File: config.mk
export PLATFORM = sky130hd
export DESIGN_NAME = vram_arbiter
export DESIGN_NICKNAME = d
export VERILOG_FILES = /design/src/rtl/vram_arbiter.sv
export SDC_FILE = /design/constraint.sdc
export NUM_CORES = 1
export LEC_CHECK = 0
export CORE_UTILIZATION = 63
export CTS_BUF_LIST = sky130_fd_sc_hd__clkbuf_16
export CTS_CLUSTER_DIAMETER = 200
export DETAILED_ROUTE_END_ITERATION = 8
export DONT_BUFFER_PORTS = 1
export GPL_ROUTABILITY_DRIVEN = 1
export GPL_TIMING_DRIVEN = 0
export PLACE_DENSITY = 0.85
export SYNTH_ARGS = -nofsm -noshare
export SYNTH_HDL_FRONTEND = slang
export SYNTH_SLANG_ARGS = --single-unit
File: constraint.sdc
create_clock -name clk -period 2.5 [get_ports clk]
set_input_delay 0.375 -clock clk [delete_from_list [all_inputs] [get_ports clk]]
set_output_delay 0.375 -clock clk [all_outputs]
set_load 0.01 [all_outputs]
File: src/rtl/vram_arbiter.sv
// rtl/vram_arbiter.sv - pixel RAM arbiter: display > fill > host, with host request queue
// Optional counters stat_disp_cnt/stat_host_stall enabled by VRAM_ARB_STATS_EN.
module vram_arbiter #(
  parameter int AW         = 17,
  parameter int DW         = 12,
  parameter int MEM_LAT    = 2,
  parameter int FIFO_DEPTH = 4
) (
  input  logic          clk,
  input  logic          reset,
  input  logic          disp_req,
  input  logic [AW-1:0] disp_addr,
  output logic          disp_rvalid,
  output logic [DW-1:0] disp_rdata,
  input  logic          host_valid,
  input  logic          host_we,
  input  logic [AW-1:0] host_addr,
  input  logic [DW-1:0] host_wdata,
  output logic          host_ready,
  output logic          host_rvalid,
  output logic [DW-1:0] host_rdata,
  input  logic          fill_start,
  input  logic [AW-1:0] fill_base,
  input  logic [AW-1:0] fill_len,
  input  logic [DW-1:0] fill_data,
  output logic          fill_busy,
  output logic          fill_done,
  output logic          mem_en,
  output logic          mem_we,
  output logic [AW-1:0] mem_addr,
  output logic [DW-1:0] mem_wdata,
  input  logic [DW-1:0] mem_rdata
`ifdef VRAM_ARB_STATS_EN
  ,
  output logic [15:0]   stat_disp_cnt,
  output logic [15:0]   stat_host_stall
`endif
);

  localparam int PW = $clog2(FIFO_DEPTH);
  localparam int EW = 1 + AW + DW;
  localparam logic [AW-1:0] ADDR_ONE = 1;
  localparam logic [PW:0]   PTR_ONE  = 1;

  typedef enum logic [1:0] {S_IDLE, S_FILL, S_DONE} state_t;

  state_t        state_q, state_d;
  logic [AW-1:0] cur_q, cur_d, rem_q, rem_d;
  logic [DW-1:0] fdata_q, fdata_d;
  logic [EW-1:0] fifo_q [FIFO_DEPTH];
  logic [EW-1:0] fifo_d [FIFO_DEPTH];
  logic [PW:0]   rptr_q, rptr_d, wptr_q, wptr_d;
  logic          mem_en_q, mem_en_d, mem_we_q, mem_we_d;
  logic [AW-1:0] mem_addr_q, mem_addr_d;
  logic [DW-1:0] mem_wdata_q, mem_wdata_d;
  // Each tag is {valid, is_disp}; stage 0 is aligned with the mem_* registers.
  logic [1:0]    tag_q [MEM_LAT+1];
  logic [1:0]    tag_d [MEM_LAT+1];
  logic          fifo_empty, fifo_full, push, pop;
  logic [EW-1:0] head;
  logic [1:0]    tag_out;
`ifdef VRAM_ARB_STATS_EN
  logic [15:0]   disp_cnt_q, disp_cnt_d, stall_cnt_q, stall_cnt_d;
`endif

  assign fifo_empty = (rptr_q == wptr_q);
  assign fifo_full  = (rptr_q[PW] != wptr_q[PW]) && (rptr_q[PW-1:0] == wptr_q[PW-1:0]);
  assign head       = fifo_q[rptr_q[PW-1:0]];
  assign push       = host_valid && !fifo_full;

  always_comb begin
    state_d     = state_q;
    cur_d       = cur_q;
    rem_d       = rem_q;
    fdata_d     = fdata_q;
    fifo_d      = fifo_q;
    rptr_d      = rptr_q;
    wptr_d      = wptr_q;
    mem_en_d    = 1'b0;
    mem_we_d    = 1'b0;
    mem_addr_d  = '0;
    mem_wdata_d = '0;
    pop         = 1'b0;
    tag_d[0]    = 2'b00;
    for (int i = 1; i <= MEM_LAT; i++) tag_d[i] = tag_q[i-1];

    if (disp_req) begin
      mem_en_d   = 1'b1;
      mem_addr_d = disp_addr;
      tag_d[0]   = 2'b11;
    end else if (state_q == S_FILL) begin
      mem_en_d    = 1'b1;
      mem_we_d    = 1'b1;
      mem_addr_d  = cur_q;
      mem_wdata_d = fdata_q;
      cur_d       = cur_q + ADDR_ONE;
      rem_d       = rem_q - ADDR_ONE;
      if (rem_q == ADDR_ONE) state_d = S_DONE;
    end else if ((state_q == S_IDLE) && !fifo_empty) begin
      pop         = 1'b1;
      mem_en_d    = 1'b1;
      mem_we_d    = head[EW-1];
      mem_addr_d  = head[AW+DW-1:DW];
      mem_wdata_d = head[DW-1:0];
      tag_d[0]    = {~head[EW-1], 1'b0};
    end

    case (state_q)
      S_IDLE: begin
        if (fill_start) begin
          if (fill_len != '0) begin
            state_d = S_FILL;
            cur_d   = fill_base;
            rem_d   = fill_len;
            fdata_d = fill_data;
          end else begin
            state_d = S_DONE;
          end
        end
      end
      S_DONE:  state_d = S_IDLE;
      default: ;
    endcase

    if (pop) rptr_d = rptr_q + PTR_ONE;
    if (push) begin
      fifo_d[wptr_q[PW-1:0]] = {host_we, host_addr, host_wdata};
      wptr_d                 = wptr_q + PTR_ONE;
    end

`ifdef VRAM_ARB_STATS_EN
    disp_cnt_d  = disp_cnt_q;
    stall_cnt_d = stall_cnt_q;
    if (disp_req && (disp_cnt_q != 16'hFFFF)) disp_cnt_d = disp_cnt_q + 16'd1;
    if (!fifo_empty && !pop && (stall_cnt_q != 16'hFFFF)) stall_cnt_d = stall_cnt_q + 16'd1;
`endif
  end

  always_ff @(posedge clk) begin
    if (reset) begin
      state_q     <= S_IDLE;
      cur_q       <= '0;
      rem_q       <= '0;
      fdata_q     <= '0;
      rptr_q      <= '0;
      wptr_q      <= '0;
      mem_en_q    <= 1'b0;
      mem_we_q    <= 1'b0;
      mem_addr_q  <= '0;
      mem_wdata_q <= '0;
      for (int i = 0; i <= MEM_LAT; i++) tag_q[i] <= 2'b00;
`ifdef VRAM_ARB_STATS_EN
      disp_cnt_q  <= '0;
      stall_cnt_q <= '0;
`endif
    end else begin
      state_q     <= state_d;
      cur_q       <= cur_d;
      rem_q       <= rem_d;
      fdata_q     <= fdata_d;
      rptr_q      <= rptr_d;
      wptr_q      <= wptr_d;
      mem_en_q    <= mem_en_d;
      mem_we_q    <= mem_we_d;
      mem_addr_q  <= mem_addr_d;
      mem_wdata_q <= mem_wdata_d;
      for (int i = 0; i <= MEM_LAT; i++) tag_q[i] <= tag_d[i];
`ifdef VRAM_ARB_STATS_EN
      disp_cnt_q  <= disp_cnt_d;
      stall_cnt_q <= stall_cnt_d;
`endif
    end
  end

  // Queue storage needs no reset; the pointers define what is valid.
  always_ff @(posedge clk) begin
    fifo_q <= fifo_d;
  end

  assign tag_out     = tag_q[MEM_LAT];
  assign disp_rvalid = !reset && tag_out[1] && tag_out[0];
  assign host_rvalid = !reset && tag_out[1] && !tag_out[0];
  assign disp_rdata  = disp_rvalid ? mem_rdata : '0;
  assign host_rdata  = host_rvalid ? mem_rdata : '0;
  assign host_ready  = !reset && !fifo_full;
  assign fill_busy   = !reset && (state_q == S_FILL);
  assign fill_done   = !reset && (state_q == S_DONE);
  assign mem_en      = mem_en_q;
  assign mem_we      = mem_we_q;
  assign mem_addr    = mem_addr_q;
  assign mem_wdata   = mem_wdata_q;
`ifdef VRAM_ARB_STATS_EN
  assign stat_disp_cnt   = disp_cnt_q;
  assign stat_host_stall = stall_cnt_q;
`endif

endmodule

==> results.ini, run 1 <==
[pwr]
switchingPower_uw = 1974
ir_drop_mv = 0.7221
p_comb_share_pct = 11.2
swShare_pct = 24.92
p_clk_share_pct = 37.7
p_seq_share_pct = 51.0
intPower_uw = 5947
power.density_cell_area_mw_per_mm2 = 801.9
p_leak_uw = 0.003359

[routing]
avgViaCountPerCell = 6.246
dr.first_iter.drc_count = 426
drc = 0
drt_pre_antenna_iters = 5
routedWlPerCell_um = 22.13
routed_wl_um = 20300
postRouteAntennaNets = 0
vias = 5728

[layout]
num-fill-cells = 825
mostFrequentLayoutCell = edfxtp_1
antenna-diode-count = 0
finalNonFillerCells = 917
syn_to_final_growth_pct = 15.44
layout_common_cells = edfxtp_1, dfxtp_1, nor2_1
final_nets = 844
drive_gt1_share_pct = 10.80
fin_util_pct = 74.58

[logic_synthesis]
synth.ff_latch_count = 211
synth-edff-count = 120
synth_ff_type = edfxtp_1
synth_cells = 658
syn-num-nets = 776
syn-cell-area_mm2 = 0.008556
async_flop_share_pct = 0
yosysUniqueCellTypes = 44
syn_area_per_cell_um2 = 13.00
seq_area_frac_synth_pct = 63.41
yosysWarningCount = 0

[floorplanning]
die_area_mm2 = 0.01405
ioPinCount = 170
rows = 42
start_util_pct = 64.61
fp.dieW_um = 118.5
die_y_um = 118.5
fp.coreArea_mm2 = 0.01324

[clock_tree]
cts_setup_buffers = 0
cts_sinks = 211
htreeDepth = 1
cts_tree = built
root_buffer = clkbuf_16
clk_path_buf_depth = 3
clkTransAtPathRegs_ps = 60
numCtsBuffers = 23
clock_latency_ps = 520

[setup_path]
crit_path_frequent_cell = xnor2_1
worst_ep_arrival_time_ps = 2820
cpMaxStageDelayCell = and2_2
critPathMaxFanout = 31
cp_top_family = simple AND/OR/NAND/NOR gates
endpoint_kind = flop
worstPathCellList = buf_2 -> xnor2_1 -> a31oi_1 -> and2_2 -> xnor2_1 -> nor2_1
worstPathRequired_ps = 2890
max_stage_delay_ps = 810
path_class = reg2reg
cp-start-kind = flop
path_buf_inv = 1

[placement]
dp_hpwl_um = 13560
gp_congestion = 0.8907
pre_cts_ws_ps = -48.75
place_inst = 834
port_buffers = 0

[sta]
final-setup-viol-count = 0
relSlewSlack_pct = 41.10
fin_ws_ps = 73.64
period_share_pct = 97.05
slew_violations = 0
rsz0062_at_grt = true
whs_ps = 6.272
fmax_ghz = 0.4121
finalClockSkew_ps = 9.513
report.final.hold_viol_count = 0
finalCriticalPeriod_ps = 2426
tightestPinTransition_ps = 877.6

[global_route]
grt_pass1_wl_um = 31710
grt_pass1_vias = 5884
use_met1_pct = 37.52
grt_util_met2_pct = 49.23
grt_max_degree = 32
top_usage_layer = met2
use_met3_pct = 5.598
grt_overflow = 0
grtUsageTotal_pct = 29.63
antenna_found_initial = 0

[run]
max_cap_viol_count = 0

[min_path]
hold_path_class = in2reg

[status]
status = finished clean

[cells in the mapped netlist, types with 2 or more instances]
library cell / n / area (um2)
nor2_1: 68 / 255.2
buf_1: 2 / 7.510
or3_1: 3 / 18.77
nand3_1: 24 / 120.1
xnor2_1: 21 / 183.9
o21ai_0: 3 / 15.01
clkbuf_1: 28 / 105.1
dfxtp_1: 91 / 1822
nor2b_1: 9 / 56.30
a211oi_1: 32 / 240.2
or4_4: 2 / 22.52
edfxtp_1: 120 / 3603
a22oi_1: 29 / 217.7
or2_2: 2 / 12.51
buf_2: 10 / 50.05
and3b_1: 2 / 17.52
nor3b_1: 3 / 22.52
and2_1: 28 / 175.2
nand3b_1: 3 / 22.52
nor3_1: 7 / 35.03
a31oi_1: 2 / 12.51
a311oi_1: 2 / 17.52
mux4_2: 30 / 675.7
ha_1: 8 / 100.1
nand4b_1: 2 / 17.52
xor2_1: 18 / 157.7
a21oi_1: 18 / 90.09
nand4_1: 6 / 37.54
inv_1: 6 / 22.52
nor4_1: 10 / 62.56
nand2_1: 56 / 210.2
[stage by stage]
| stage | cell area (um2) | TNS [ps] | power [uW] |
|---|---|---|---|
| floorplan | 8556 | 0 | 4679 |
| global placement | 8776 | -26560 | 4861 |
| detailed placement | 8781 | -582.9 | 4903 |
| CTS | 9877 | 0 | 7944 |
| global route | 9877 | -827.6 | 8193 |
| finish | 9877 | 0 | 7921 |
[final cells by class]
cell class	count	area, um2	area share (%)
clock inverters	17	90.09	0.9121
well taps	176	220.2	2.230
multi-input cells	401	2950	29.87
inverters	6	22.52	0.2280
clock buffers	23	575.6	5.827
flip-flops and latches	211	5425	54.93
repair buffers	43	430.4	4.358
plain buffers	40	162.7	1.647
[sequential cells by signal, summed over array words and instances, names as in the netlist]
signal,flops
cur_q,17
fdata_q,12
fifo_q,120
mem_addr,17
mem_en,1
mem_wdata,12
mem_we,1
rem_q,17
rptr_q,3
state_q,2
tag_q,6
wptr_q,3
[what timing repair did]
item / in CTS / in global routing
setup endpoints to repair: 0 / 38
hold buffers: 43 / 0
gates resized for setup: 0 / 0
endpoints found under the hold margin: 133 / 0
[kinds of logic (layout without fill, tap and decap cells)]
family,count (synthesis),count (layout),synth area share (%)
AND/OR/NAND/NOR,232,232,13.78
flip-flops,211,211,63.41
AO/OA/AOI/OAI,91,91,7.473
buffers and inverters,46,129,2.164
XOR/XNOR,39,39,3.992
multiplexers,31,31,8.014
adder cells (fa/ha/maj),8,8,1.170
[power groups by stage]
stage	clock network [uW]	registers [uW]	logic, uW
after floorplan	0	4060	617
after global routing	3170	4050	969
after CTS	3030	4040	883
after global placement	0	4090	769
final	2990	4040	889
after detailed placement	0	4100	798
[worst register-to-register path, cell delays in order, from the launching register on]
cell	delay, ps
dfxtp_1	310
buf_2	160
xnor2_1	160
a31oi_1	590
and2_2	810
xnor2_1	210
nor2_1	60
[metal layers]
metal,part of all wire [%],wire (um)
met2,50,10080
met1,39,7826
met4,4.7,955
met5,0,0
met3,7.1,1439
[worst paths after layout]
kind	end	startpoint	slack, ps	cells past startpoint
max	wptr_q[2]$_SDFFE_PP0P_	rptr_q[1]$_SDFFE_PP0P_	70	6
min	mem_addr[8]$_SDFF_PP0_	disp_addr[8]	6	2
max reg2reg	wptr_q[2]$_SDFFE_PP0P_	rptr_q[1]$_SDFFE_PP0P_	70	6
min reg2reg	tag_q[0][3]$_SDFF_PP0_	tag_q[0][1]$_SDFF_PP0_	440	1
(Power assumes the default switching activity.)
==> run 2: changes to the inputs <==
--- a/config.mk
+++ b/config.mk
@@ -5,14 +5,14 @@
 export SDC_FILE = /design/constraint.sdc
 export NUM_CORES = 1
 export LEC_CHECK = 0
-export CORE_UTILIZATION = 63
+export CORE_UTILIZATION = 57
 export CTS_BUF_LIST = sky130_fd_sc_hd__clkbuf_16
 export CTS_CLUSTER_DIAMETER = 200
 export DETAILED_ROUTE_END_ITERATION = 8
 export DONT_BUFFER_PORTS = 1
 export GPL_ROUTABILITY_DRIVEN = 1
 export GPL_TIMING_DRIVEN = 0
-export PLACE_DENSITY = 0.85
+export PLACE_DENSITY = 0.81
 export SYNTH_ARGS = -nofsm -noshare
 export SYNTH_HDL_FRONTEND = slang
 export SYNTH_SLANG_ARGS = --single-unit
==> constraint.sdc (replaced) <==
create_clock -name clk -period 2.23 [get_ports clk]
set_input_delay 0.3345 -clock clk [delete_from_list [all_inputs] [get_ports clk]]
set_output_delay 0.3345 -clock clk [all_outputs]
set_load 0.01 [all_outputs]
==> run 2 against run 1 <==
Fmax rose by 14%. Critical path depth unchanged. Critical endpoint is now rem_q[3]$_SDFF_PP0_. Sequential cell count is the same. Core utilization fell by 5.4 points. Count of clock-buffer cells in the layout increased by 1. Routed wire length rose by 6.3%. Via count is 2.0% higher. Non-clock buffer count grew 9. Total power increased by 17%. Clock power rose by 24%. Critical path type unchanged. Largest power group unchanged.
==> results.ini, run 2 (synthesized netlist as in run 1, its figures left out) <==
[global_route]
grt_pass1_wl_um = 32710  ; +3.2%
antenna_found_initial = 2  ; +2
grt_overflow = 0  ; unchanged
grt_pass1_vias = 5986  ; +1.7%
grt_max_degree = 32  ; unchanged
grtUsageTotal_pct = 27.56  ; -2.1 points

[routing]
vias = 5841  ; +2.0%
drt_pre_antenna_iters = 7  ; +2
routedWlPerCell_um = 23.01  ; +4.0%
avgViaCountPerCell = 6.227  ; -0.31%
postRouteAntennaNets = 0  ; unchanged
routed_wl_um = 21580  ; +6.3%
dr.first_iter.drc_count = 568  ; +33%
drc = 0  ; unchanged

[min_path]
hold_end = mem_addr[5]$_SDFF_PP0_
hold_path_class = in2reg
whs_path_depth = 2  ; unchanged
hp-start = disp_addr[5]

[pwr]
p_seq_share_pct = 48.8  ; -2.2 points
ir_drop_mv = 0.7439  ; +3.0%
p_leak_uw = 0.003435  ; +2.3%
p_comb_share_pct = 11.2  ; about the same
p_clk_share_pct = 40.0  ; +2.3 points
power.density_cell_area_mw_per_mm2 = 919.9  ; +15%
intPower_uw = 6987  ; +17%
swShare_pct = 24.70  ; -0.22 points
switchingPower_uw = 2292  ; +16%

[floorplanning]
fp.coreArea_mm2 = 0.01459  ; +10%
fp.dieW_um = 124.5  ; +5.0%
die_y_um = 124.5  ; +5.0%
die_area_mm2 = 0.01550  ; +10%
ioPinCount = 170  ; unchanged
start_util_pct = 58.64  ; -6.0 points
rows = 44  ; +4.8%

[clock_tree]
root_buffer = clkbuf_16
clkTransAtPathRegs_ps = 60  ; about the same
cts_tree = built
cts_setup_buffers = 0  ; unchanged
numCtsBuffers = 22  ; -4.3%
cts_sinks = 211  ; unchanged
clk_path_buf_depth = 3  ; unchanged
htreeDepth = 1  ; unchanged
clock_latency_ps = 500  ; -20 ps

[sta]
tns_ps = 0  ; unchanged
fin_ws_ps = 106.6  ; +32.93 ps
slew_violations = 0  ; unchanged
finalCriticalPeriod_ps = 2123  ; -302.9 ps
finalClockSkew_ps = 12.56  ; +3.049 ps
report.final.hold_viol_count = 0  ; unchanged
relSlewSlack_pct = 41.01  ; -0.086 points
final-setup-viol-count = 0  ; unchanged
period_share_pct = 95.22  ; -1.8 points
fmax_ghz = 0.4709  ; +14%
rsz0062_at_grt = false
tightestPinTransition_ps = 877.3  ; -0.2680 ps

[layout]
largest_reg_flops = 120  ; unchanged
fin_area_mm2 = 0.01009  ; +2.1%
layout_common_cells = edfxtp_1, dfxtp_1, nor2_1
mostFrequentLayoutCell = edfxtp_1
syn_to_final_growth_pct = 17.90
fin_util_pct = 69.14  ; -5.4 points
drive_gt1_share_pct = 12.27  ; +1.5 points
regMostFlops = fifo_q
final_nets = 852  ; +0.95%

[setup_path]
worstReg2RegEnd = rem_q[3]$_SDFF_PP0_
rr_worst_depth = 6  ; unchanged
endpoint_kind = flop
worst_ep_arrival_time_ps = 2540  ; -280 ps
critPathMaxFanout = 10  ; -68%
reg2reg_from = state_q[0]$_SDFF_PP0_
worstPathRequired_ps = 2640  ; -250 ps
path_class = reg2reg
worstPathCellList = buf_2 -> nor3b_2 -> nand2_1 -> or2_2 -> xor2_1 -> a211oi_1
reg2reg_slack_ps = 110  ; +30 ps
crit_start = state_q[0]$_SDFF_PP0_
cp-start-kind = flop
max_stage_delay_ps = 630  ; -180 ps
path_buf_inv = 1  ; unchanged
cpMaxStageDelayCell = nor3b_2
cp_top_family = simple AND/OR/NAND/NOR gates

[placement]
pre_cts_ws_ps = -207.0  ; -158.2 ps
dp_hpwl_um = 13910  ; +2.6%
dpl-instance-area_mm2 = 0.008791  ; +0.11%
gp_congestion = 0.9180  ; +3.1%
port_buffers = 0  ; unchanged

[status]
status = finished clean

[run]
max_cap_viol_count = 0  ; unchanged

[run 2: area by class of cell]
cell class	count	area [um2]
Clock buffer	24	600.6
Timing Repair Buffer	52	520.5
Multi-Input combinational cell	401	2979
Inverter	6	22.52
Tap cell	184	230.2
Buffer	40	166.4
Fill cell	929	4502
Antenna cell	4	10.01
Sequential cell	211	5425
Clock inverter	16	132.6
[run 2: how the worst max path moves through the flow]
stage,to,slack (ps),depth (start not counted)
after global routing,cur_q[6]$_SDFF_PP0_,4,6
after floorplan,fifo_q[0]$_DFFE_PP_,30,4
after CTS,mem_wdata[10]$_SDFF_PP0_,-180,6
after detailed placement,cur_q[12]$_SDFF_PP0_,-210,5
final,rem_q[3]$_SDFF_PP0_,110,6
after global placement,fifo_q[21]$_DFFE_PP_,-550,4
[run 2: per-stage QoR]
stage / cells / power (uW) / hold slack, ps
finish: 938 / 9279 / 14.01
floorplan: 658 / 5245 / 413.8
detailed placement: 842 / 5499 / 424.9
global route: 938 / 9559 / 9.199
CTS: 934 / 9241 / 0.9344
global placement: 842 / 5454 / 430.5
[run 2: power groups by stage]
stage	sequential, uW	combinational (uW)	clock, uW
floorplan	4550	692	0
global placement	4590	868	0
detailed placement	4600	898	0
CTS	4520	1010	3710
global route	4540	1120	3900
finish	4530	1040	3710
[run 2: repair_timing]
item / CTS / global route
endpoints found under the setup margin: 135 / 157
hold buffers: 52 / 0
hold endpoints to repair: 142 / 0
resized for setup: 0 / 14
[run 2: metal layers]
layer  share of wire, %  vias up  wire (um)  global-route usage, %
met5                  0        -          0                      0
met3                7.6       70       1637                  5.713
li1                   -     2588          -                      -
met1                 37     2846       7973                  32.58
met2                 51      337      10950                  47.68
met4                4.7        0       1023                  13.68
